<file path="config.mk">
export PLATFORM = sky130hd
export DESIGN_NAME = simmem_wresp_bank
export DESIGN_NICKNAME = d
export VERILOG_FILES = /design/src/rtl/simmem_pkg.sv /design/src/rtl/simmem_lzc_onehot.sv /design/src/rtl/simmem_wresp_bank.sv
export SDC_FILE = /design/constraint.sdc
export NUM_CORES = 1
export LEC_CHECK = 0
export ABC_AREA = 1
export CAP_MARGIN = 0
export CELL_PAD_IN_SITES_DETAIL_PLACEMENT = 1
export CELL_PAD_IN_SITES_GLOBAL_PLACEMENT = 1
export CORE_ASPECT_RATIO = 2
export CORE_MARGIN = 8
export CORE_UTILIZATION = 47
export DETAILED_ROUTE_END_ITERATION = 8
export PLACE_DENSITY = 0.86
export SYNTH_ARGS = -nofsm -noshare
export SYNTH_HDL_FRONTEND = slang
export SYNTH_HIERARCHICAL = 1
export SYNTH_SLANG_ARGS = --single-unit
</file>
<file path="constraint.sdc">
create_clock -name clk_i -period 10 [get_ports clk_i]
set_input_delay 2 -clock clk_i [delete_from_list [all_inputs] [get_ports clk_i]]
set_output_delay 2 -clock clk_i [all_outputs]
set_load 0.01 [all_outputs]
</file>
<file path="src/rtl/simmem_pkg.sv">
`default_nettype none
// ============================================================================
// Module      : simmem_pkg
// Description : Shared types and sizing constants for the simulated-memory
//               write-response path.
//                 IDWidth                - AXI identifier width
//                 WriteRespBankCapacity  - number of response slots in the bank
//                 WriteRespBankAddrWidth - width of a slot index
//                 wresp_t                - write response beat (id + resp)
//                 slot_state_e           - lifecycle state of one bank slot
// Revision    : 1.0 - initial release
// ============================================================================
package simmem_pkg;

  localparam int unsigned IDWidth                = 4;
  localparam int unsigned WriteRespBankCapacity  = 4;
  localparam int unsigned WriteRespBankAddrWidth = $clog2(WriteRespBankCapacity);

  typedef struct packed {
    logic [IDWidth-1:0] id;
    logic [1:0]         resp;
  } wresp_t;

  typedef enum logic [1:0] {
    SLOT_FREE     = 2'd0,
    SLOT_RESERVED = 2'd1,
    SLOT_FILLED   = 2'd2
  } slot_state_e;

endpackage
`default_nettype wire

</file>
<file path="src/rtl/simmem_lzc_onehot.sv">
`default_nettype none
// ============================================================================
// Module      : simmem_lzc_onehot
// Description : Lowest-index priority encoder with one-hot output.
//               Ports:
//                 i_vec    [WIDTH] - request vector
//                 o_onehot [WIDTH] - only the lowest set bit of i_vec, or 0
// Revision    : 1.0 - initial release
// ============================================================================
module simmem_lzc_onehot #(
  parameter int unsigned WIDTH = 4
) (
  input  logic [WIDTH-1:0] i_vec,
  output logic [WIDTH-1:0] o_onehot
);

  // x & -x keeps only the least significant set bit.
  assign o_onehot = i_vec & (~i_vec + WIDTH'(1));

endmodule
`default_nettype wire

</file>
<file path="src/rtl/simmem_wresp_bank.sv">
`default_nettype none
// ============================================================================
// Module      : simmem_wresp_bank
// Description : Write-response bank. Slots are reserved per write address,
//               filled by responses from real memory (oldest reservation with
//               a matching id first), and released toward the requester when
//               the delay calculator enables them, preserving per-id order.
//               Ports:
//                 clk_i, rst_ni                - clock, async active-low reset
//                 rsv_valid_i/rsv_id_i         - slot reservation request
//                 rsv_ready_o/rsv_iid_o        - free slot exists / its index
//                 in_valid_i/in_ready_o/in_data_i    - response from memory
//                 release_en_i [Capacity]      - per-slot release enables
//                 released_addr_onehot_o       - pulse for slot moved to output
//                 out_valid_o/out_ready_i/out_data_o - response to requester
// Revision    : 1.0 - initial release
// ============================================================================
module simmem_wresp_bank
  import simmem_pkg::*;
#(
  parameter int unsigned Capacity = WriteRespBankCapacity,
  parameter int unsigned IdWidth  = IDWidth
) (
  input  logic                              clk_i,
  input  logic                              rst_ni,

  input  logic                              rsv_valid_i,
  input  logic [IdWidth-1:0]                rsv_id_i,
  output logic                              rsv_ready_o,
  output logic [WriteRespBankAddrWidth-1:0] rsv_iid_o,

  input  logic                              in_valid_i,
  output logic                              in_ready_o,
  input  wresp_t                            in_data_i,

  input  logic [Capacity-1:0]               release_en_i,
  output logic [Capacity-1:0]               released_addr_onehot_o,

  output logic                              out_valid_o,
  input  logic                              out_ready_i,
  output wresp_t                            out_data_o
);

  // Per-slot storage
  slot_state_e        r_state     [Capacity];
  slot_state_e        w_state_nxt [Capacity];
  logic [IdWidth-1:0] r_id        [Capacity];
  wresp_t             r_data      [Capacity];
  logic [Capacity-1:0] r_rel;
  logic [Capacity-1:0] w_rel_nxt;
  // r_age[i][j] = 1 means slot i was reserved before slot j. Only entries
  // between two non-free slots carry meaning; a reservation rewrites the full
  // row and column of the granted slot, so stale entries never leak.
  logic [Capacity-1:0] r_age     [Capacity];
  logic [Capacity-1:0] w_age_nxt [Capacity];

  logic   r_out_valid;
  wresp_t r_out_data;

  logic [Capacity-1:0] w_free;
  logic [Capacity-1:0] w_busy;
  logic [Capacity-1:0] w_rsvd;
  logic [Capacity-1:0] w_filled;
  logic [Capacity-1:0] w_free_oh;
  logic [Capacity-1:0] w_rsv_oh;
  logic [Capacity-1:0] w_match;
  logic [Capacity-1:0] w_match_oldest;
  logic [Capacity-1:0] w_store_oh;
  logic [Capacity-1:0] w_elig;
  logic [Capacity-1:0] w_elig_oldest;
  logic [Capacity-1:0] w_pick_oh;
  logic                w_rsv_fire;
  logic                w_in_fire;
  logic                w_load;
  wresp_t              w_pick_data;
  logic [IdWidth-1:0]  w_in_id;

  assign w_in_id = IdWidth'(in_data_i.id);

  always_comb begin
    w_free   = '0;
    w_rsvd   = '0;
    w_filled = '0;
    for (int i = 0; i < Capacity; i++) begin
      w_free[i]   = (r_state[i] == SLOT_FREE);
      w_rsvd[i]   = (r_state[i] == SLOT_RESERVED);
      w_filled[i] = (r_state[i] == SLOT_FILLED);
    end
  end
  assign w_busy = ~w_free;

  // ---------------------------------------------------------------------------
  // Reservation: lowest free slot
  // ---------------------------------------------------------------------------
  simmem_lzc_onehot #(.WIDTH(Capacity)) u_free_pick (
    .i_vec    (w_free),
    .o_onehot (w_free_oh)
  );

  assign rsv_ready_o = |w_free;
  assign w_rsv_fire  = rsv_valid_i & rsv_ready_o;
  assign w_rsv_oh    = w_rsv_fire ? w_free_oh : '0;

  always_comb begin
    rsv_iid_o = '0;
    for (int i = 0; i < Capacity; i++) begin
      if (w_free_oh[i]) rsv_iid_o = rsv_iid_o | WriteRespBankAddrWidth'(i);
    end
  end

  // ---------------------------------------------------------------------------
  // Response store: oldest reserved slot whose id matches
  // ---------------------------------------------------------------------------
  always_comb begin
    w_match        = '0;
    w_match_oldest = '0;
    for (int i = 0; i < Capacity; i++) begin
      w_match[i] = w_rsvd[i] && (r_id[i] == w_in_id);
    end
    for (int i = 0; i < Capacity; i++) begin
      w_match_oldest[i] = w_match[i];
      for (int j = 0; j < Capacity; j++) begin
        if (w_match[j] && r_age[j][i]) w_match_oldest[i] = 1'b0;
      end
    end
  end

  assign in_ready_o = |w_match;
  assign w_in_fire  = in_valid_i & in_ready_o;
  assign w_store_oh = w_in_fire ? w_match_oldest : '0;

  // ---------------------------------------------------------------------------
  // Release selection. A slot being filled this cycle counts as filled, and a
  // release enable this cycle counts as a set flag, so both can bypass
  // straight into the output register.
  // ---------------------------------------------------------------------------
  always_comb begin
    w_elig        = '0;
    w_elig_oldest = '0;
    for (int i = 0; i < Capacity; i++) begin
      w_elig[i] = (w_filled[i] | w_store_oh[i]) & (r_rel[i] | release_en_i[i]);
      // Keep per-id ordering: an older live slot with the same id blocks.
      for (int j = 0; j < Capacity; j++) begin
        if (w_busy[j] && r_age[j][i] && (r_id[j] == r_id[i])) w_elig[i] = 1'b0;
      end
    end
    for (int i = 0; i < Capacity; i++) begin
      w_elig_oldest[i] = w_elig[i];
      for (int j = 0; j < Capacity; j++) begin
        if (w_elig[j] && r_age[j][i]) w_elig_oldest[i] = 1'b0;
      end
    end
  end

  // Guarantees a single pick even if the age order were ever inconsistent.
  simmem_lzc_onehot #(.WIDTH(Capacity)) u_release_pick (
    .i_vec    (w_elig_oldest),
    .o_onehot (w_pick_oh)
  );

  assign w_load                 = (~r_out_valid | out_ready_i) & (|w_pick_oh);
  assign released_addr_onehot_o = w_load ? w_pick_oh : '0;

  always_comb begin
    w_pick_data = '0;
    for (int i = 0; i < Capacity; i++) begin
      if (w_pick_oh[i]) w_pick_data = w_store_oh[i] ? in_data_i : r_data[i];
    end
  end

  // ---------------------------------------------------------------------------
  // Next slot state, release flags and age matrix
  // ---------------------------------------------------------------------------
  always_comb begin
    w_rel_nxt = r_rel;
    for (int i = 0; i < Capacity; i++) begin
      w_state_nxt[i] = r_state[i];
      if (released_addr_onehot_o[i]) begin
        w_state_nxt[i] = SLOT_FREE;
        w_rel_nxt[i]   = 1'b0;
      end else begin
        if (w_busy[i] && release_en_i[i]) w_rel_nxt[i] = 1'b1;
        if (w_store_oh[i]) begin
          w_state_nxt[i] = SLOT_FILLED;
        end else if (w_rsv_oh[i]) begin
          w_state_nxt[i] = SLOT_RESERVED;
        end
      end

      // New slot: older than nothing, younger than every live slot.
      w_age_nxt[i] = w_rsv_oh[i] ? '0 : r_age[i];
      for (int j = 0; j < Capacity; j++) begin
        if (w_rsv_oh[j]) w_age_nxt[i][j] = w_busy[i];
      end
    end
  end

  always_ff @(posedge clk_i or negedge rst_ni) begin
    if (!rst_ni) begin
      for (int i = 0; i < Capacity; i++) begin
        r_state[i] <= SLOT_FREE;
        r_id[i]    <= '0;
        r_data[i]  <= '0;
        r_age[i]   <= '0;
      end
      r_rel       <= '0;
      r_out_valid <= 1'b0;
      r_out_data  <= '0;
    end else begin
      for (int i = 0; i < Capacity; i++) begin
        r_state[i] <= w_state_nxt[i];
        r_age[i]   <= w_age_nxt[i];
        if (w_rsv_oh[i])   r_id[i]   <= rsv_id_i;
        if (w_store_oh[i]) r_data[i] <= in_data_i;
      end
      r_rel <= w_rel_nxt;
      if (w_load) begin
        r_out_valid <= 1'b1;
        r_out_data  <= w_pick_data;
      end else if (out_ready_i) begin
        r_out_valid <= 1'b0;
      end
    end
  end

  assign out_valid_o = r_out_valid;
  assign out_data_o  = r_out_data;

endmodule
`default_nettype wire

</file>
# --- Word level (Yosys, flattened, before mapping) ---
# Index checks and enable logic that the tools add are counted.
word_totals:
  ff_bits: 75
  word_cells: 280
  output_inout_bits: 15
  in_bits: 19
classes:
  n_reduce_logical: 90
  muxes: 104
  eq_ne: 24
  add_sub_neg: 2
  bitwise_logic: 21
op_table:
  columns: ["op", "n"]
  rows:
  - ["$mux W1", 75]
  - ["$logic_and A1 B1 Y1", 68]
  - ["$eq A4 B4 Y1", 16]
  - ["$mux W6", 8]
  - ["$mux W2", 14]
  - ["$mux W4", 7]
  - ["$reduce_bool A2 Y1", 11]
  - ["$reduce_bool A3 Y1", 4]
  - ["$reduce_or A4 Y1", 3]
  - ["$or A1 B1 Y1", 9]
  - ["$add A4 B1 Y4 const B", 2]
  - ["$and A4 B4 Y4", 2]
  - ["$eq A2 B1 Y1 const B", 4]
  - ["$eq A2 B2 Y1 const B", 4]
  - ["$logic_not A2 Y1", 4]
  - ["$not A4 Y4", 2]
  - ["$and A1 B1 Y1", 7]
  - ["$not A1 Y1", 1]

# --- Logic depth before layout (Yosys ltp) ---
# Gate-level depths: netlist of the first run.
logic_depth:
  word_depth: 26
  depth_mapped: 27
  mapped_depth_nobuf: 25

# --- Cells and area by module ---
# The synthesis of the first run kept the hierarchy.
modules_own_cells:
  columns: ["module", "n_inst", "area_per_inst_um2", "cells_per_inst", "seq_area_each_um2"]
  rows:
  - ["simmem_wresp_bank", 1, 4344.2, 572, 1876.8]
  - ["simmem_lzc_onehot", 2, 37.5, 9, 0.0]

# --- Worst setup path before layout of the first run ---
# Ideal clock, no wire load.
synth_timing:
  path_type: "input port to output port"
  from: "input port in_data_i[4] in the netlist's numbering"
  to: "output port released_addr_onehot_o[0]"
  t_required_ns: 8.000
  cell_stages: 22
  setup_slack_ns: 3.456
  arrival_ns: 4.544
  n_path_buf: 3
  cell_sequence: "buf_2 > inv_2 > nand2_1 > nand2_1 > nor2_2 > nand2_1 > nor2_1 > nand2_1 > nor2_4 > nand2_4 > o21ai_1 > nand2_1 > clkinv_1 > nand2_1 > nor2_1 > nor2_1 > clkbuf_1 > nor4_1 > a21oi_1 > inv_1 > clkbuf_1 > nor2_1"
synth_via:
  elab_chain_cells: 25
  word_cells_on_any_way: 105
  cone_classes: "add/sub: 1; eq/ne: 4; mux: 50; bitwise: 12; reduce/logical: 38"
synth_rtl:
  columns: ["element", "line", "text"]
  rows:
  - ["start: declaration", "simmem_wresp_bank.sv:34", "input wresp_t in_data_i,"]
  - ["$eq A4 B4 Y1", "simmem_wresp_bank.sv:118", "w_match[i] = w_rsvd[i] && (r_id[i] == w_in_id);"]
  - ["$logic_and A1 B1 Y1", "simmem_wresp_bank.sv:118", null]
  - ["$logic_and A1 B1 Y1", "simmem_wresp_bank.sv:123", "if (w_match[j] && r_age[j][i]) w_match_oldest[i] = 1'b0;"]
  - ["$mux W1 (4 in series)", "simmem_wresp_bank.sv:123", null]
  - ["$mux W4 *", "simmem_wresp_bank.sv:130", "assign w_store_oh = w_in_fire ? w_match_oldest : '0;"]
  - ["$or A1 B1 Y1", "simmem_wresp_bank.sv:141", "w_elig[i] = (w_filled[i] | w_store_oh[i]) & (r_rel[i] | release_en_i[i]);"]
  - ["$and A1 B1 Y1", "simmem_wresp_bank.sv:141", null]
  - ["$mux W1 (4 in series)", "simmem_wresp_bank.sv:144", "if (w_busy[j] && r_age[j][i] && (r_id[j] == r_id[i])) w_elig[i] = 1'b0;"]
  - ["[5 not listed]", null, null]
  - ["via w_elig_oldest[0]", "simmem_wresp_bank.sv:70", "logic [Capacity-1:0] w_elig_oldest;"]
  - ["$not A4 Y4 *", "simmem_lzc_onehot.sv:18", "assign o_onehot = i_vec & (~i_vec + WIDTH'(1));"]
  - ["$add A4 B1 Y4 *", "simmem_lzc_onehot.sv:18", null]
  - ["$and A4 B4 Y4 *", "simmem_lzc_onehot.sv:18", null]
  - ["via w_pick_oh[1]", "simmem_wresp_bank.sv:71", "logic [Capacity-1:0] w_pick_oh;"]
  - ["$reduce_or A4 Y1 *", "simmem_wresp_bank.sv:161", "assign w_load = (~r_out_valid | out_ready_i) & (|w_pick_oh);"]
  - ["$and A1 B1 Y1 *", "simmem_wresp_bank.sv:161", null]
  - ["$mux W4 *", "simmem_wresp_bank.sv:162", "assign released_addr_onehot_o = w_load ? w_pick_oh : '0;"]
  - ["end: declaration", "simmem_wresp_bank.sv:37", "output logic [Capacity-1:0] released_addr_onehot_o,"]
# Mark *: on every way through the listed nets, which the timed path passes. The rest lies on a longest branch.

# --- Final worst setup path of the first run ---
layout_timing:
  from: "input port in_data_i[3] in the netlist's numbering"
  to: "output port released_addr_onehot_o[0]"
# The elaborated chain is that of the path after synthesis.

==> report_table.html, run 1 <==
<table>
<tr><th>Metric</th><th>Value</th></tr>
<tr><th colspan="2">GRT</th></tr>
<tr><td>Global-route track usage on met2</td><td>43.90%</td></tr>
<tr><td>Most used routing layer in global routing</td><td>met2</td></tr>
<tr><td>Overall track demand over capacity in global routing</td><td>24.66%</td></tr>
<tr><td>Maximum number of pins on one net before global-route repair</td><td>76</td></tr>
<tr><td>Met3 routing resource usage after global routing</td><td>4.135%</td></tr>
<tr><td>Met1 demand-to-capacity share in global routing</td><td>24.26%</td></tr>
<tr><td>Overflow left after global routing</td><td>0</td></tr>
<tr><td>Wire length of the first global-routing pass</td><td>24340 um</td></tr>
<tr><td>Number of global-route vias before repair</td><td>4570</td></tr>
<tr><td>Antenna violations before repair</td><td>0</td></tr>
<tr><th colspan="2">Setup path</th></tr>
<tr><td>Required time of the worst setup path</td><td>8000 ps</td></tr>
<tr><td>Crit path capture type</td><td>output pin</td></tr>
<tr><td>Worst setup path start</td><td>in_data_i[3]</td></tr>
<tr><td>Kind of critical path</td><td>primary input to output pin</td></tr>
<tr><td>Arrival time of the worst setup path</td><td>6720 ps</td></tr>
<tr><td>Startpoint Class</td><td>primary input</td></tr>
<tr><td>Critical Path Fanout Max</td><td>26</td></tr>
<tr><td>Worst reg2reg path startpoint</td><td>r_id[4]</td></tr>
<tr><th colspan="2">Synth</th></tr>
<tr><td>Area share of the largest cell type after synthesis</td><td>42.47%</td></tr>
<tr><td>Part of the Yosys area used for sequential elements</td><td>42.47%</td></tr>
<tr><td>Post-synthesis cell area</td><td>4419 um^2</td></tr>
<tr><td>Number of synthesized flops with an enable pin</td><td>0</td></tr>
<tr><td>Syn. warnings</td><td>6</td></tr>
<tr><td>Ranking of synthesized cells by instance count</td><td>nand2_1 (147), nand3_1 (77), dfrtp_1 (75), inv_1 (58), nor2_1 (32)</td></tr>
<tr><td>Leading area contributor after synthesis</td><td>dfrtp_1</td></tr>
<tr><td>Mean instance size in the synthesized netlist</td><td>7.490 um^2</td></tr>
<tr><td>Post-synthesis net count</td><td>609</td></tr>
<tr><td>Top flip-flop cell by instance count after synthesis</td><td>dfrtp_1</td></tr>
<tr><td>Largest cells by area after synthesis</td><td>dfrtp_1 (42%), nand2_1 (12%), nand3_1 (8.7%)</td></tr>
<tr><td>Post-synthesis async set-or-reset flop share</td><td>100.0%</td></tr>
<tr><td>Synth cell types</td><td>30</td></tr>
<tr><td>Most repeated cell in the gate-level netlist after synthesis</td><td>nand2_1</td></tr>
<tr><td>Cell count after synthesis</td><td>590</td></tr>
<tr><td>Post-synthesis register bit count</td><td>75</td></tr>
<tr><th colspan="2">Timing</th></tr>
<tr><td>Sum of negative setup slack</td><td>0 ps</td></tr>
<tr><td>Number of max-slew violations in the final report</td><td>0</td></tr>
<tr><td>Final critical delay including setup and external delays</td><td>8724 ps</td></tr>
<tr><td>Final worst-path cycle share</td><td>87.24%</td></tr>
<tr><td>Final setup slack of the worst path</td><td>1276 ps</td></tr>
<tr><td>Setup violators final</td><td>0</td></tr>
<tr><td>Unrepaired setup endpoints after global routing</td><td>false</td></tr>
<tr><td>Count of endpoints failing hold in the final timing report</td><td>0</td></tr>
<tr><td>Skew final</td><td>5.354 ps</td></tr>
<tr><td>Highest Clock Rate</td><td>114.6 MHz</td></tr>
<tr><td>Worst max-slew margin expressed relative to the limit</td><td>34.08%</td></tr>
<tr><td>Worst-margin pin slew</td><td>988.8 ps</td></tr>
<tr><td>Final Hold Slack</td><td>472.0 ps</td></tr>
<tr><th colspan="2">Layout</th></tr>
<tr><td>Post-route cell area</td><td>4975 um^2</td></tr>
<tr><td>Layout Nets</td><td>626</td></tr>
<tr><td>Final core occ</td><td>53.73%</td></tr>
<tr><td>N_diodes</td><td>0</td></tr>
<tr><td>Filler cell count</td><td>1160</td></tr>
<tr><td>Layout cell share with drive strength beyond 1</td><td>8.852%</td></tr>
<tr><td>Layout Area Growth over Synthesis</td><td>12.57%</td></tr>
<tr><td>Cell Count, Final, Fillers Out</td><td>714</td></tr>
<tr><th colspan="2">Hold path</th></tr>
<tr><td>Hold crit path type</td><td>flop to flop</td></tr>
<tr><td>Min-delay src</td><td>r_data[11]</td></tr>
<tr><th colspan="2">Clock tree</th></tr>
<tr><td>Maximum level of the CTS H-tree</td><td>3</td></tr>
<tr><td>Total clock sinks</td><td>75</td></tr>
<tr><td>Clock tree root buffer cell</td><td>clkbuf_16</td></tr>
<tr><td>Hold_buf cts</td><td>0</td></tr>
<tr><td>TritonCTS clock tree</td><td>yes</td></tr>
<tr><td>Max Buffers Root-to-Sink</td><td>2</td></tr>
<tr><td>Number of gates given a new drive strength after cts</td><td>0</td></tr>
<tr><td>Inserted Clock Buffers</td><td>9</td></tr>
<tr><td>Clock input transition at the sequential cells of the worst setup and hold paths</td><td>60 ps</td></tr>
<tr><td>Post-CTS Setup Inserts</td><td>0</td></tr>
<tr><td>Clock insertion delay at the later pin of the skew report</td><td>340 ps</td></tr>
<tr><th colspan="2">Routing</th></tr>
<tr><td>Post-DR wirelength/cell</td><td>21.15 um</td></tr>
<tr><td>Number of vias per cell after detailed routing</td><td>5.720</td></tr>
<tr><td>Routed Wire Length</td><td>15100 um</td></tr>
<tr><td>ANT nets after route</td><td>0</td></tr>
<tr><td>DR vias</td><td>4084</td></tr>
<tr><td>Post-detailed-route DRC marker count</td><td>0</td></tr>
<tr><td>1st-pass router iterations</td><td>4</td></tr>
<tr><td>Initial DRC count</td><td>210</td></tr>
<tr><th colspan="2">Power and ir drop</th></tr>
<tr><td>Tot Pwr</td><td>1.513 mW</td></tr>
<tr><td>Peak supply drop</td><td>0.0001203 V</td></tr>
<tr><td>Leakage power</td><td>2.302 nW</td></tr>
<tr><td>Power Dens Cells</td><td>304.1 nW/um^2</td></tr>
<tr><th colspan="2">Die</th></tr>
<tr><td>Count of boundary I/O pins</td><td>34</td></tr>
<tr><td>Number of core rows</td><td>50</td></tr>
<tr><td>Die extent in x</td><td>84.57 um</td></tr>
<tr><td>Die H</td><td>153.1 um</td></tr>
<tr><td>Effective utilization at floorplan</td><td>47.73%</td></tr>
<tr><td>Area of the die</td><td>12950 um^2</td></tr>
<tr><td>CORE AREA</td><td>9259 um^2</td></tr>
<tr><th colspan="2">Placement</th></tr>
<tr><td>Placed cell count</td><td>700</td></tr>
<tr><td>Number of input and output port buffers inserted</td><td>33</td></tr>
<tr><td>Total cell area at the placement stage</td><td>4725 um^2</td></tr>
<tr><td>Worst slack after detailed placement</td><td>1374 ps</td></tr>
<tr><td>HPWL reported at the end of detailed placement</td><td>11580 um</td></tr>
<tr><td>Final estimated routing congestion in global placement</td><td>0.9391</td></tr>
<tr><th colspan="2">Job</th></tr>
<tr><td>Number of violations of the max-capacitance limit</td><td>0</td></tr>
<tr><th colspan="2">Status</th></tr>
<tr><td>Status</td><td>finished clean</td></tr>
</table>
## sequential cells by signal, indices dropped and copies added, names as in the netlist
| register | cells |
|---|---|
| r_id | 16 |
| r_state | 8 |
| r_age | 16 |
| r_data | 24 |
| r_rel | 4 |
| out_valid_o | 1 |
| out_data_o | 6 |
## layout make-up
class | count | area, um^2 | share of cell area [%]
clock buffers | 11 | 232.7 | 4.678
clock inverters | 3 | 17.52 | 0.3521
inverters | 79 | 296.5 | 5.961
multi-input cells | 409 | 2093 | 42.08
flip-flops and latches | 75 | 1877 | 37.73
well taps | 104 | 130.1 | 2.616
repair buffers | 33 | 327.8 | 6.590
## path summary, 6_finish.rpt
path	end	slack (ps)	cells past startpoint
min reg2reg	r_data[11]	470	2
max reg2reg	out_data_o[4]	5480	24
max	released_addr_onehot_o[0]	1280	22
max in group asynchronous	r_age[6]	7540	1
min	r_data[11]	470	2
min in group asynchronous	r_id[11]	1810	1
## cell usage in the layout (no fill, tap or decap), types with 6 or more instances in the layout
master / instances
nand2_1: 147
clkbuf_16: 9
a21boi_1: 6
clkdlybuf4s50_1: 32
nor2_4: 6
o21ai_1: 11
nor2_1: 32
a21oi_1: 13
inv_2: 14
nand4_1: 7
dfrtp_1: 75
clkinv_1: 7
o21ai_2: 8
o21ai_0: 29
and2_1: 13
inv_1: 58
xnor2_1: 24
nor2_2: 7
nor3_1: 6
nand3_1: 77
o22ai_1: 11
## worst max-delay path, cell delays in order
cell and delay, ps:
clkdlybuf4s50_1 710, inv_2 140, nand2_1 90, o21ai_1 60, nor2_1 210, nand2_1 120, nand2_1 110, nor2_2 70
nor2_8 330, nand2_4 210, o21ai_0 270, nand3_1 140, nand2_1 80, nor2_1 80, inv_1 60, nand2_1 60
nor2_1 490, nor4_1 130, a21oi_1 220, inv_1 250, nor2_1 280, clkdlybuf4s50_1 590
## report_power, final
group	leakage [nW]	switching, mW	internal [mW]
registers	0.897	0.147	0.424
logic	1.28	0.401	0.254
clock network	0.121	0.122	0.164
## kinds of logic after synthesis
logic type                Yosys count  synth area share [%]
and+or+nand+nor                   302                 31.48
buffers and inverters             106                 10.16
AOI/OAI and AO/OA                  81                 10.73
DFF                                75                 42.47
xor gates and xnor gates           26                 5.153
## per-layer routing
layer  share of wire, %  routed length (um)
met1                 36                5485
met2                 53                7965
met3                3.2                 478
met4                7.7                1170
met5                  0                   0
(Power assumes the default switching activity.)
==> run 2, diff against run 1 <==
--- a/config.mk
+++ b/config.mk
@@ -13,8 +13,8 @@
 export CORE_MARGIN = 8
 export CORE_UTILIZATION = 47
 export DETAILED_ROUTE_END_ITERATION = 8
+export HOLD_SLACK_MARGIN = 0.05
 export PLACE_DENSITY = 0.86
 export SYNTH_ARGS = -nofsm -noshare
 export SYNTH_HDL_FRONTEND = slang
-export SYNTH_HIERARCHICAL = 1
 export SYNTH_SLANG_ARGS = --single-unit
==> constraint.sdc (replaced) <==
create_clock -name clk_i -period 10.8 [get_ports clk_i]
set_input_delay 2.16 -clock clk_i [delete_from_list [all_inputs] [get_ports clk_i]]
set_output_delay 2.16 -clock clk_i [all_outputs]
set_load 0.01 [all_outputs]
==> report_table.html, run 2 <==
<table>
<tr><th>Metric</th><th>Value</th></tr>
<tr><th colspan="2">GRT</th></tr>
<tr><td>Overflow left after global routing</td><td>0 (unchanged)</td></tr>
<tr><td>Maximum number of pins on one net before global-route repair</td><td>76 (unchanged)</td></tr>
<tr><td>Wire length of the first global-routing pass</td><td>23270 um (-4.4%)</td></tr>
<tr><td>Antenna violations before repair</td><td>0 (unchanged)</td></tr>
<tr><td>Number of global-route vias before repair</td><td>4392 (-3.9%)</td></tr>
<tr><td>Overall track demand over capacity in global routing</td><td>24.31% (-0.35 points)</td></tr>
<tr><th colspan="2">Timing</th></tr>
<tr><td>Unrepaired setup endpoints after global routing</td><td>false</td></tr>
<tr><td>Number of max-slew violations in the final report</td><td>0 (unchanged)</td></tr>
<tr><td>Worst max-slew margin expressed relative to the limit</td><td>34.27% (+0.20 points)</td></tr>
<tr><td>Worst-margin pin slew</td><td>982.3 ps (-6.566 ps)</td></tr>
<tr><td>Final critical delay including setup and external delays</td><td>7655 ps</td></tr>
<tr><td>Final worst-path cycle share</td><td>70.88%</td></tr>
<tr><td>Highest Clock Rate</td><td>130.6 MHz</td></tr>
<tr><td>Setup violators final</td><td>0 (unchanged)</td></tr>
<tr><td>Count of endpoints failing hold in the final timing report</td><td>0 (unchanged)</td></tr>
<tr><td>Sum of negative setup slack</td><td>0 ps (unchanged)</td></tr>
<tr><td>Skew final</td><td>8.396 ps (+3.042 ps)</td></tr>
<tr><th colspan="2">Synth</th></tr>
<tr><td>Top flip-flop cell by instance count after synthesis</td><td>dfrtp_1</td></tr>
<tr><td>Ranking of synthesized cells by instance count</td><td>nand2_1 (140), dfrtp_1 (75), inv_1 (51), o21ai_0 (51), nor2_1 (45)</td></tr>
<tr><td>Syn. warnings</td><td>0 (-6)</td></tr>
<tr><td>Synth cell types</td><td>31 (+3.3%)</td></tr>
<tr><td>Post-synthesis net count</td><td>580 (-4.8%)</td></tr>
<tr><td>Area share of the largest cell type after synthesis</td><td>43.60% (+1.1 points)</td></tr>
<tr><td>Leading area contributor after synthesis</td><td>dfrtp_1</td></tr>
<tr><td>Largest cells by area after synthesis</td><td>dfrtp_1 (44%), nand2_1 (12%), o21ai_0 (5.9%)</td></tr>
<tr><td>Cell count after synthesis</td><td>561 (-4.9%)</td></tr>
<tr><td>Mean instance size in the synthesized netlist</td><td>7.672 um^2 (+2.4%)</td></tr>
<tr><td>Number of synthesized flops with an enable pin</td><td>0 (unchanged)</td></tr>
<tr><td>Most repeated cell in the gate-level netlist after synthesis</td><td>nand2_1</td></tr>
<tr><td>Part of the Yosys area used for sequential elements</td><td>43.60% (+1.1 points)</td></tr>
<tr><td>Post-synthesis register bit count</td><td>75 (unchanged)</td></tr>
<tr><td>Post-synthesis async set-or-reset flop share</td><td>100.0% (unchanged)</td></tr>
<tr><td>Post-synthesis cell area</td><td>4304 um^2 (-2.6%)</td></tr>
<tr><th colspan="2">Clock tree</th></tr>
<tr><td>Hold_buf cts</td><td>0 (unchanged)</td></tr>
<tr><td>Number of gates given a new drive strength after cts</td><td>0 (unchanged)</td></tr>
<tr><td>TritonCTS clock tree</td><td>yes</td></tr>
<tr><td>Inserted Clock Buffers</td><td>9 (unchanged)</td></tr>
<tr><td>Max Buffers Root-to-Sink</td><td>2 (unchanged)</td></tr>
<tr><td>Total clock sinks</td><td>75 (unchanged)</td></tr>
<tr><td>Post-CTS Setup Inserts</td><td>0 (unchanged)</td></tr>
<tr><td>Clock insertion delay at the later pin of the skew report</td><td>340 ps (about the same)</td></tr>
<tr><td>Clock tree root buffer cell</td><td>clkbuf_16</td></tr>
<tr><td>Maximum level of the CTS H-tree</td><td>3 (unchanged)</td></tr>
<tr><td>Clock input transition at the sequential cells of the worst setup and hold paths</td><td>60 ps (about the same)</td></tr>
<tr><th colspan="2">Layout</th></tr>
<tr><td>FF+latch area</td><td>1877 um^2 (unchanged)</td></tr>
<tr><td>Layout cell share with drive strength beyond 1</td><td>11.19% (+2.3 points)</td></tr>
<tr><td>Filler cell count</td><td>1108 (-4.5%)</td></tr>
<tr><td>Leading cell types in the layout, fill and taps excluded</td><td>nand2_1 (140), dfrtp_1 (75), inv_1 (51), o21ai_0 (51), nor2_1 (45)</td></tr>
<tr><td>Number of flip-flops under the largest register name</td><td>24 (unchanged)</td></tr>
<tr><td>Layout Nets</td><td>604 (-3.5%)</td></tr>
<tr><td>Layout Area Growth over Synthesis</td><td>14.97%</td></tr>
<tr><td>N_diodes</td><td>0 (unchanged)</td></tr>
<tr><td>Final core occ</td><td>55.28% (+1.6 points)</td></tr>
<tr><td>Top flop regs</td><td>r_data: 24 flops, r_age: 16 flops, r_id: 16 flops</td></tr>
<tr><td>Most frequent standard cell in the layout excluding fill and tap cells</td><td>nand2_1</td></tr>
<tr><td>Cell Count, Final, Fillers Out</td><td>692 (-3.1%)</td></tr>
<tr><td>Biggest register</td><td>r_data</td></tr>
<tr><td>Area of combinational cells with multiple inputs</td><td>2038 um^2 (-2.6%)</td></tr>
<tr><th colspan="2">Placement</th></tr>
<tr><td>Placed cell count</td><td>676 (-3.4%)</td></tr>
<tr><td>Number of input and output port buffers inserted</td><td>33 (unchanged)</td></tr>
<tr><td>HPWL reported at the end of detailed placement</td><td>11240 um (-2.9%)</td></tr>
<tr><td>Final estimated routing congestion in global placement</td><td>0.9716 (+3.5%)</td></tr>
<tr><th colspan="2">Power and ir drop</th></tr>
<tr><td>Leakage power</td><td>2.497 nW (+8.4%)</td></tr>
<tr><td>Power Dens Cells</td><td>303.5 nW/um^2 (-0.18%)</td></tr>
<tr><td>Tot Pwr</td><td>1.502 mW (-0.70%)</td></tr>
<tr><td>Peak supply drop</td><td>0.0001604 V (+33%)</td></tr>
<tr><th colspan="2">Hold path</th></tr>
<tr><td>Min-delay src</td><td>out_data_o[0]</td></tr>
<tr><td>Hold crit path type</td><td>flop to flop</td></tr>
<tr><td>Number of cells on the worst hold path</td><td>2 (unchanged)</td></tr>
<tr><th colspan="2">Die</th></tr>
<tr><td>Area of the die</td><td>12660 um^2 (-2.2%)</td></tr>
<tr><td>Count of boundary I/O pins</td><td>34 (unchanged)</td></tr>
<tr><td>Die extent in x</td><td>83.67 um (-1.1%)</td></tr>
<tr><td>CORE AREA</td><td>8951 um^2 (-3.3%)</td></tr>
<tr><td>Die H</td><td>151.3 um (-1.2%)</td></tr>
<tr><td>Effective utilization at floorplan</td><td>48.08% (+0.36 points)</td></tr>
<tr><td>Number of core rows</td><td>49 (-2.0%)</td></tr>
<tr><th colspan="2">Routing</th></tr>
<tr><td>Post-detailed-route DRC marker count</td><td>0 (unchanged)</td></tr>
<tr><td>DR vias</td><td>3938 (-3.6%)</td></tr>
<tr><td>Initial DRC count</td><td>171 (-19%)</td></tr>
<tr><td>Post-DR wirelength/cell</td><td>21.63 um (+2.3%)</td></tr>
<tr><td>Routed Wire Length</td><td>14970 um (-0.89%)</td></tr>
<tr><td>Number of vias per cell after detailed routing</td><td>5.691 (-0.51%)</td></tr>
<tr><td>ANT nets after route</td><td>0 (unchanged)</td></tr>
<tr><td>1st-pass router iterations</td><td>4 (unchanged)</td></tr>
<tr><th colspan="2">Setup path</th></tr>
<tr><td>Worst setup path start</td><td>in_data_i[5]</td></tr>
<tr><td>Crit path capture type</td><td>output pin</td></tr>
<tr><td>Arrival time of the worst setup path</td><td>5490 ps (-1230 ps)</td></tr>
<tr><td>Required time of the worst setup path</td><td>8640 ps (+640 ps)</td></tr>
<tr><td>Kind of critical path</td><td>primary input to output pin</td></tr>
<tr><td>Worst-case reg-to-reg path depth</td><td>16 (-33%)</td></tr>
<tr><td>Startpoint Class</td><td>primary input</td></tr>
<tr><td>Critical Path Fanout Max</td><td>14 (-46%)</td></tr>
<tr><td>Worst reg2reg path startpoint</td><td>r_state[7]</td></tr>
<tr><th colspan="2">Status</th></tr>
<tr><td>Status</td><td>finished clean</td></tr>
<tr><th colspan="2">Job</th></tr>
<tr><td>Number of violations of the max-capacitance limit</td><td>0 (unchanged)</td></tr>
</table>
## run 2: cell types whose count changed after synthesis, moves of 8 or more
cell     change
o21ai_2      -8
nand3_1     -35
and2_1      -11
xor2_1      +18
xnor2_1     -20
o22ai_1     -10
o21ai_0     +22
nand4_1     +19
buf_2        -9
nor2_1      +13
## run 2: final timing paths
path	end	slack, ps
setup reg to reg	out_data_o[2]	7560
hold reg to reg	out_data_o[0]	480
min in group asynchronous	out_data_o[4]	1980
hold / removal	out_data_o[0]	480
setup / recovery	released_addr_onehot_o[2]	3150
max in group asynchronous	r_age[6]	8200
## run 2: worst max-delay path, cell delays in order
cell and delay (ps):
clkdlybuf4s50_1 580, inv_2 140, nand2_1 80, nand2_1 90
nor2_2 180, nand3_1 120, nand2_1 120, nor2_2 80
nor2_8 170, nand2_4 150, nand2_2 120, and2_1 120
o21ai_1 80, inv_2 60, nand2_2 160, nor4_2 430
clkdlybuf4s50_1 640
## run 2: kinds of logic (layout without fill, tap and decap cells)
kind of cell | Yosys count | count (layout) | share of synthesized area (%)
simple gates | 289 | 289 | 32.67
flops | 75 | 75 | 43.60
buf+inv | 93 | 122 | 9.041
mux | 1 | 1 | 0.2616
xor+xnor | 24 | 24 | 4.884
compound gates | 79 | 79 | 9.535
## run 2: where the power goes
| group | internal, mW | switching [mW] | total (mW) |
|---|---|---|---|
| Clock | 0.186 | 0.119 | 0.305 |
| Sequential | 0.399 | 0.137 | 0.535 |
| Combinational | 0.231 | 0.430 | 0.661 |
| Total | 0.816 | 0.686 | 1.50 |
## run 2: routing by layer
layer  up-vias  global-route usage, %  routed length, um
met4         0                  22.61               1332
met5         -                      0                  0
met1      1915                  20.60               4885
met3        63                  5.223                576
li1       1840                      -                  -
met2       120                  45.48               8171
## run 2: per-stage QoR
step / instance area (um^2) / hold WS [ps] / setup slack [ps]
after floorplan: 4304 / 458.7 / 4786
after global placement: 4644 / 464.6 / 3193
after detailed placement: 4644 / 470.8 / 3149
after CTS: 4949 / 486.3 / 3127
after global routing: 4949 / 507.4 / 2924
final: 4949 / 479.8 / 3145
## run 2: cell type report
| type | instances | share of cell area [%] |
|---|---|---|
| repair buffers | 33 | 6.625 |
| clock inverters | 5 | 1.239 |
| well taps | 102 | 2.579 |
| clock buffers | 11 | 4.905 |
| multi-input cells | 393 | 41.19 |
| inverters | 73 | 5.537 |
| flip-flops and latches | 75 | 37.93 |
==> run 3, diff against run 2 <==
--- a/config.mk
+++ b/config.mk
@@ -11,10 +11,10 @@
 export CELL_PAD_IN_SITES_GLOBAL_PLACEMENT = 1
 export CORE_ASPECT_RATIO = 2
 export CORE_MARGIN = 8
-export CORE_UTILIZATION = 47
+export CORE_UTILIZATION = 39
 export DETAILED_ROUTE_END_ITERATION = 8
 export HOLD_SLACK_MARGIN = 0.05
-export PLACE_DENSITY = 0.86
+export PLACE_DENSITY = 0.76
 export SYNTH_ARGS = -nofsm -noshare
 export SYNTH_HDL_FRONTEND = slang
 export SYNTH_SLANG_ARGS = --single-unit
==> constraint.sdc (replaced) <==
create_clock -name clk_i -period 6.33 [get_ports clk_i]
set_input_delay 1.266 -clock clk_i [delete_from_list [all_inputs] [get_ports clk_i]]
set_output_delay 1.266 -clock clk_i [all_outputs]
set_load 0.01 [all_outputs]
==> report_table.html, run 3 (synthesis gave the netlist of run 2 again) <==
<table>
<tr><th>Metric</th><th>Value</th></tr>
<tr><th colspan="2">Routing</th></tr>
<tr><td>1st-pass router iterations</td><td>4 (unchanged)</td></tr>
<tr><td>Post-DR wirelength/cell</td><td>20.16 um (-6.8%)</td></tr>
<tr><td>DR vias</td><td>3889 (-1.2%)</td></tr>
<tr><td>Routed Wire Length</td><td>14720 um (-1.6%)</td></tr>
<tr><td>Initial DRC count</td><td>182 (+6.4%)</td></tr>
<tr><td>Post-detailed-route DRC marker count</td><td>0 (unchanged)</td></tr>
<tr><td>Number of vias per cell after detailed routing</td><td>5.327 (-6.4%)</td></tr>
<tr><td>ANT nets after route</td><td>0 (unchanged)</td></tr>
<tr><th colspan="2">Timing</th></tr>
<tr><td>Final worst-path cycle share</td><td>94.62%</td></tr>
<tr><td>Highest Clock Rate</td><td>167.0 MHz</td></tr>
<tr><td>Setup violators final</td><td>0 (unchanged)</td></tr>
<tr><td>Worst max-slew margin expressed relative to the limit</td><td>30.76% (-3.5 points)</td></tr>
<tr><td>Final critical delay including setup and external delays</td><td>5989 ps</td></tr>
<tr><td>Sum of negative setup slack</td><td>0 ps (unchanged)</td></tr>
<tr><td>Unrepaired setup endpoints after global routing</td><td>false</td></tr>
<tr><td>Final Hold Slack</td><td>478.8 ps (-0.9970 ps)</td></tr>
<tr><td>Skew final</td><td>6.361 ps (-2.035 ps)</td></tr>
<tr><td>Number of max-slew violations in the final report</td><td>0 (unchanged)</td></tr>
<tr><td>Worst-margin pin slew</td><td>1035 ps (+52.52 ps)</td></tr>
<tr><td>Count of endpoints failing hold in the final timing report</td><td>0 (unchanged)</td></tr>
<tr><th colspan="2">Layout</th></tr>
<tr><td>Layout Nets</td><td>604 (unchanged)</td></tr>
<tr><td>Leading cell types in the layout, fill and taps excluded</td><td>nand2_1 (140), dfrtp_1 (75), inv_1 (51), o21ai_0 (51), nor2_1 (45)</td></tr>
<tr><td>N_diodes</td><td>0 (unchanged)</td></tr>
<tr><td>Layout cell share with drive strength beyond 1</td><td>11.36% (+0.17 points)</td></tr>
<tr><td>Layout Area Growth over Synthesis</td><td>16.22%</td></tr>
<tr><td>FF+latch area</td><td>1877 um^2 (unchanged)</td></tr>
<tr><td>Filler cell count</td><td>1351 (+22%)</td></tr>
<tr><td>Biggest register</td><td>r_data</td></tr>
<tr><td>Area of combinational cells with multiple inputs</td><td>2038 um^2 (unchanged)</td></tr>
<tr><td>Number of flip-flops under the largest register name</td><td>24 (unchanged)</td></tr>
<tr><td>Most frequent standard cell in the layout excluding fill and tap cells</td><td>nand2_1</td></tr>
<tr><td>Top flop regs</td><td>r_data: 24 flops, r_age: 16 flops, r_id: 16 flops</td></tr>
<tr><th colspan="2">Setup path</th></tr>
<tr><td>Ordered cell list for the critical path</td><td>clkdlybuf4s50_1 &gt; inv_2 &gt; a21oi_1 &gt; nand3_1 &gt; nand2_1 &gt; nor2_2 &gt; nor2_8 &gt; nand2_4 &gt; nand2_2 &gt; and2_1 &gt; o21ai_1 &gt; inv_2 &gt; nand2_2 &gt; nor4_2 &gt; clkdlybuf4s50_1</td></tr>
<tr><td>Crit path capture type</td><td>output pin</td></tr>
<tr><td>Crit-path slowest cell</td><td>clkdlybuf4s50_1</td></tr>
<tr><td>CP peak stage delay</td><td>650 ps (about the same)</td></tr>
<tr><td>Required time of the worst setup path</td><td>5060 ps (-3580 ps)</td></tr>
<tr><td>Kind of critical path</td><td>primary input to output pin</td></tr>
<tr><td>Startpoint Class</td><td>primary input</td></tr>
<tr><td>Critical Path Fanout Max</td><td>14 (unchanged)</td></tr>
<tr><td>Arrival time of the worst setup path</td><td>4720 ps (-770 ps)</td></tr>
<tr><th colspan="2">Die</th></tr>
<tr><td>Effective utilization at floorplan</td><td>39.81% (-8.3 points)</td></tr>
<tr><td>Number of core rows</td><td>54 (+10%)</td></tr>
<tr><td>CORE AREA</td><td>10810 um^2 (+21%)</td></tr>
<tr><td>Area of the die</td><td>14860 um^2 (+17%)</td></tr>
<tr><td>Die H</td><td>164.6 um (+8.7%)</td></tr>
<tr><td>Count of boundary I/O pins</td><td>34 (unchanged)</td></tr>
<tr><td>Die extent in x</td><td>90.29 um (+7.9%)</td></tr>
<tr><th colspan="2">Placement</th></tr>
<tr><td>HPWL reported at the end of detailed placement</td><td>11750 um (+4.5%)</td></tr>
<tr><td>Final estimated routing congestion in global placement</td><td>0.9649 (-0.69%)</td></tr>
<tr><td>Number of input and output port buffers inserted</td><td>33 (unchanged)</td></tr>
<tr><th colspan="2">GRT</th></tr>
<tr><td>Overall track demand over capacity in global routing</td><td>20.64% (-3.7 points)</td></tr>
<tr><td>Wire length of the first global-routing pass</td><td>23040 um (-1.0%)</td></tr>
<tr><td>Antenna violations before repair</td><td>0 (unchanged)</td></tr>
<tr><td>Number of global-route vias before repair</td><td>4267 (-2.8%)</td></tr>
<tr><td>Maximum number of pins on one net before global-route repair</td><td>76 (unchanged)</td></tr>
<tr><td>Overflow left after global routing</td><td>0 (unchanged)</td></tr>
<tr><th colspan="2">Status</th></tr>
<tr><td>Status</td><td>finished clean</td></tr>
<tr><th colspan="2">Clock tree</th></tr>
<tr><td>Post-CTS Setup Inserts</td><td>0 (unchanged)</td></tr>
<tr><td>Clock insertion delay at the later pin of the skew report</td><td>340 ps (about the same)</td></tr>
<tr><td>Max Buffers Root-to-Sink</td><td>2 (unchanged)</td></tr>
<tr><td>TritonCTS clock tree</td><td>yes</td></tr>
<tr><td>Total clock sinks</td><td>75 (unchanged)</td></tr>
<tr><td>Clock tree root buffer cell</td><td>clkbuf_16</td></tr>
<tr><td>Hold_buf cts</td><td>0 (unchanged)</td></tr>
<tr><td>Number of gates given a new drive strength after cts</td><td>0 (unchanged)</td></tr>
<tr><td>Inserted Clock Buffers</td><td>9 (unchanged)</td></tr>
<tr><td>Clock input transition at the sequential cells of the worst setup and hold paths</td><td>60 ps (about the same)</td></tr>
<tr><td>Maximum level of the CTS H-tree</td><td>3 (unchanged)</td></tr>
<tr><th colspan="2">Job</th></tr>
<tr><td>Number of violations of the max-capacitance limit</td><td>0 (unchanged)</td></tr>
<tr><th colspan="2">Power and ir drop</th></tr>
<tr><td>Power Dens Cells</td><td>510.1 nW/um^2 (+68%)</td></tr>
<tr><td>Leakage power</td><td>2.504 nW (+0.29%)</td></tr>
<tr><td>Peak supply drop</td><td>0.0002193 V (+37%)</td></tr>
<tr><th colspan="2">Hold path</th></tr>
<tr><td>Hold crit path type</td><td>flop to flop</td></tr>
</table>
## run 3: cell count changes in the layout (fill, tap and decap cells not counted), sizes merged
| cell | change |
|---|---|
| clkbuf | -1 |
| clkinv | +1 |
| clkinvlp | -1 |
| inv | +1 |
## run 3: metal layers
layer  vias up  wire (um)  GRT usage [%]  share of wire [%]
li1       1842          -              -                  -
met1      1907       4903          17.90                 33
met2        89       8490          40.98                 58
met3        51        327          3.368                2.2
met4         0        998          15.56                6.8
met5         -          0              0                  0
## run 3: final cells by class
type	count	area share [%]
multi-input combinational	393	40.75
inverter	73	5.478
clock buffer	10	4.777
sequential	75	37.52
timing repair buffer	33	6.553
clock inverter	6	1.426
tap	140	3.502
## run 3: path summary, 6_finish.rpt
check,end,depth (start not counted),from,slack (ps)
max,released_addr_onehot_o[2],15,in_data_i[2],340
min,out_data_o[0],2,out_data_o[0],480
max reg2reg,out_data_o[5],18,r_state[5],3410
min reg2reg,out_data_o[0],2,out_data_o[0],480
max in group asynchronous,r_data[19],1,rst_ni,4610
min in group asynchronous,out_data_o[5],1,rst_ni,1090
## run 3: power breakdown
part	switching (mW)	total [mW]	internal (mW)
combinational	0.703	1.10	0.394
clock	0.213	0.533	0.319
sequential	0.242	0.922	0.680
total	1.16	2.55	1.39
## run 3: per-stage QoR
stage	utilization [%]	total power, mW	cell area (um^2)	setup slack, ps	instances
2_1_floorplan	-	1.623	4304	2104	561
3_3_place_gp	43.40	1.989	4692	430.4	714
3_5_place_dp	43.40	2.027	4692	300.4	714
4_1_cts	46.27	2.572	5002	291.5	730
5_1_grt	46.27	2.724	5002	131.1	730
6_report	46.27	2.551	5002	340.7	730
## run 3: critical path, delay by kind of cell
family / cells / cell delay [ps]
buffers and inverters: 4 / 1400
AOI/OAI and AO/OA: 2 / 510
and+or+nand+nor: 9 / 1530
==> RTL change (flow settings as in run 3) <==
The package constant `IDWidth` goes from 4 to 6.
--- a/src/rtl/simmem_pkg.sv
+++ b/src/rtl/simmem_pkg.sv
@@ -13,5 +13,5 @@
 package simmem_pkg;
 
-  localparam int unsigned IDWidth                = 4;
+  localparam int unsigned IDWidth                = 6;
   localparam int unsigned WriteRespBankCapacity  = 4;
   localparam int unsigned WriteRespBankAddrWidth = $clog2(WriteRespBankCapacity);
Interface: changed (resized in_data_i, out_data_o and rsv_id_i); port bits go from 34 to 40. No check against the original RTL was run, so the function may have changed too.
==> RTL change against run 3 <==
  * First-iteration DRC count down 14%
  * Final area up 29%
  * Sequential cell count up 18
  * Critical endpoint is now released_addr_onehot_o[1]
  * Setup slack worse by 0.023 ns
  * Cell count up 37%
  * Routed wire length up 45%
  * Area after synthesis up 29%
  * Power down 12%
==> RTL change: results (changes against run 3) <==
<table>
<tr><th>Metric</th><th>Value</th></tr>
<tr><th colspan="2">Place</th></tr>
<tr><td>Setup WS pre-CTS</td><td>0.281 ns (was 0.300 ns)</td></tr>
<tr><td>Number of input and output port buffers inserted</td><td>39 (was 33)</td></tr>
<tr><td>Placed Cells</td><td>985 (was 714)</td></tr>
<tr><td>Post-placement cell area</td><td>6140 µm² (was 4690 µm²)</td></tr>
<tr><td>Routability congestion estimate from global placement</td><td>0.999 (was 0.965)</td></tr>
<tr><th colspan="2">STA</th></tr>
<tr><td>Worst Hold Slack</td><td>0.482 ns (was 0.479 ns)</td></tr>
<tr><td>Fin Clk Skew</td><td>0.00991 ns (was 0.00636 ns)</td></tr>
<tr><td>Worst slew margin relative to its limit</td><td>13.9% (was 30.8%)</td></tr>
<tr><td>Clock period minus final worst setup slack</td><td>6.01 ns (was 5.99 ns)</td></tr>
<tr><th colspan="2">Drt</th></tr>
<tr><td>Wire length per cell</td><td>21.3 µm (was 20.2 µm)</td></tr>
<tr><th colspan="2">Layout</th></tr>
<tr><td>Net count, final</td><td>830 (was 604)</td></tr>
<tr><td>Largest registers</td><td>r_data x32, r_id x24, r_age x16 (was r_data x24, r_age x16, r_id x16)</td></tr>
<tr><th colspan="2">Status</th></tr>
<tr><td>Status</td><td>complete, no violations (unchanged)</td></tr>
<tr><th colspan="2">GRT</th></tr>
<tr><td>Vias in the first global route</td><td>6,074 (was 4,267)</td></tr>
<tr><td>All-Layer GR Usage</td><td>24.5% (was 20.6%)</td></tr>
<tr><td>Wire length of the first global-routing pass</td><td>33,600 µm (was 23,000 µm)</td></tr>
<tr><th colspan="2">Synth</th></tr>
<tr><td>Most frequent cells after synthesis</td><td>sky130_fd_sc_hd__nand2_1, sky130_fd_sc_hd__dfrtp_1, sky130_fd_sc_hd__inv_1, sky130_fd_sc_hd__o21ai_0, sky130_fd_sc_hd__nor2_1 (unchanged)</td></tr>
<tr><td>Top cells by area in the synthesized netlist</td><td>sky130_fd_sc_hd__dfrtp_1, sky130_fd_sc_hd__nand2_1, sky130_fd_sc_hd__o21ai_0 (unchanged)</td></tr>
<tr><td>Syn Area/Cell</td><td>7.24 µm² (was 7.67 µm²)</td></tr>
<tr><td>Number of library cell types mapped by synthesis</td><td>34 (was 31)</td></tr>
<tr><th colspan="2">Setup path</th></tr>
<tr><td>Worst setup path start</td><td>in_data_i[7] (was in_data_i[2])</td></tr>
<tr><td>Crit-path max cell delay</td><td>0.58 ns (was 0.65 ns)</td></tr>
<tr><td>R2r startpoint</td><td>r_id[21]$_DFFE_PN0P_ (was r_state[5]$_DFFE_PN0P_)</td></tr>
<tr><th colspan="2">Hold path</th></tr>
<tr><td>Source of the worst hold timing path</td><td>out_data_o[5]$_DFFE_PN0N_ (was out_data_o[0]$_DFFE_PN0N_)</td></tr>
<tr><th colspan="2">Clock network</th></tr>
<tr><td>Clock sink total</td><td>93 (was 75)</td></tr>
</table>
RTL change: cell count changes after synthesis, sizes merged, moves of 4 or more:
cell,run 3,this run
nand2,154,284
xor2,20,4
o21ai,57,68
inv,67,95
buf,13,3
dfrtp,75,93
nand4,27,31
nor3,2,7
nor2,60,75
nand3,42,61
clkinv,6,2
RTL change: worst reg2reg max path, cell delays in order, from the launching register on:
cell and delay (ns):
sky130_fd_sc_hd__dfrtp_1 0.47, sky130_fd_sc_hd__inv_1 0.21, sky130_fd_sc_hd__nor2_1 0.06, sky130_fd_sc_hd__nor3_1 0.53, sky130_fd_sc_hd__nand3_1 0.28, sky130_fd_sc_hd__o21ai_0 0.44, sky130_fd_sc_hd__nor2_1 0.19, sky130_fd_sc_hd__nand3_1 0.12
sky130_fd_sc_hd__nand2_1 0.11, sky130_fd_sc_hd__nor2_4 0.43, sky130_fd_sc_hd__nor2_8 0.06, sky130_fd_sc_hd__buf_4 0.21, sky130_fd_sc_hd__nand3_1 0.12, sky130_fd_sc_hd__nand3_2 0.13, sky130_fd_sc_hd__nand2_1 0.09, sky130_fd_sc_hd__nand2_1 0.04
RTL change: per-layer routing:
layer  up-vias  track usage [%]  part of all wire, %  wire, µm
met3        91             3.10                  2.2       474
li1       2527                -                    -         -
met5         -                0                    0         0
met4         0             20.3                  8.6      1840
met2       138             48.2                   57     12200
met1      2633             20.9                   32      6780
RTL change: power breakdown:
part           internal (mW)  leakage (nW)  switching, mW
clock                  0.289         0.149          0.266
combinational          0.241          1.96          0.534
sequential             0.717          1.15          0.191
total                   1.25          3.26          0.991
RTL change: cell families after synthesis:
group                     share of synthesized area [%]
buffers and inverters                              7.67
DFF                                                41.9
xor gates and xnor gates                          0.947
and+or+nand+nor                                    40.5
AOI/OAI and AO/OA                                  8.97
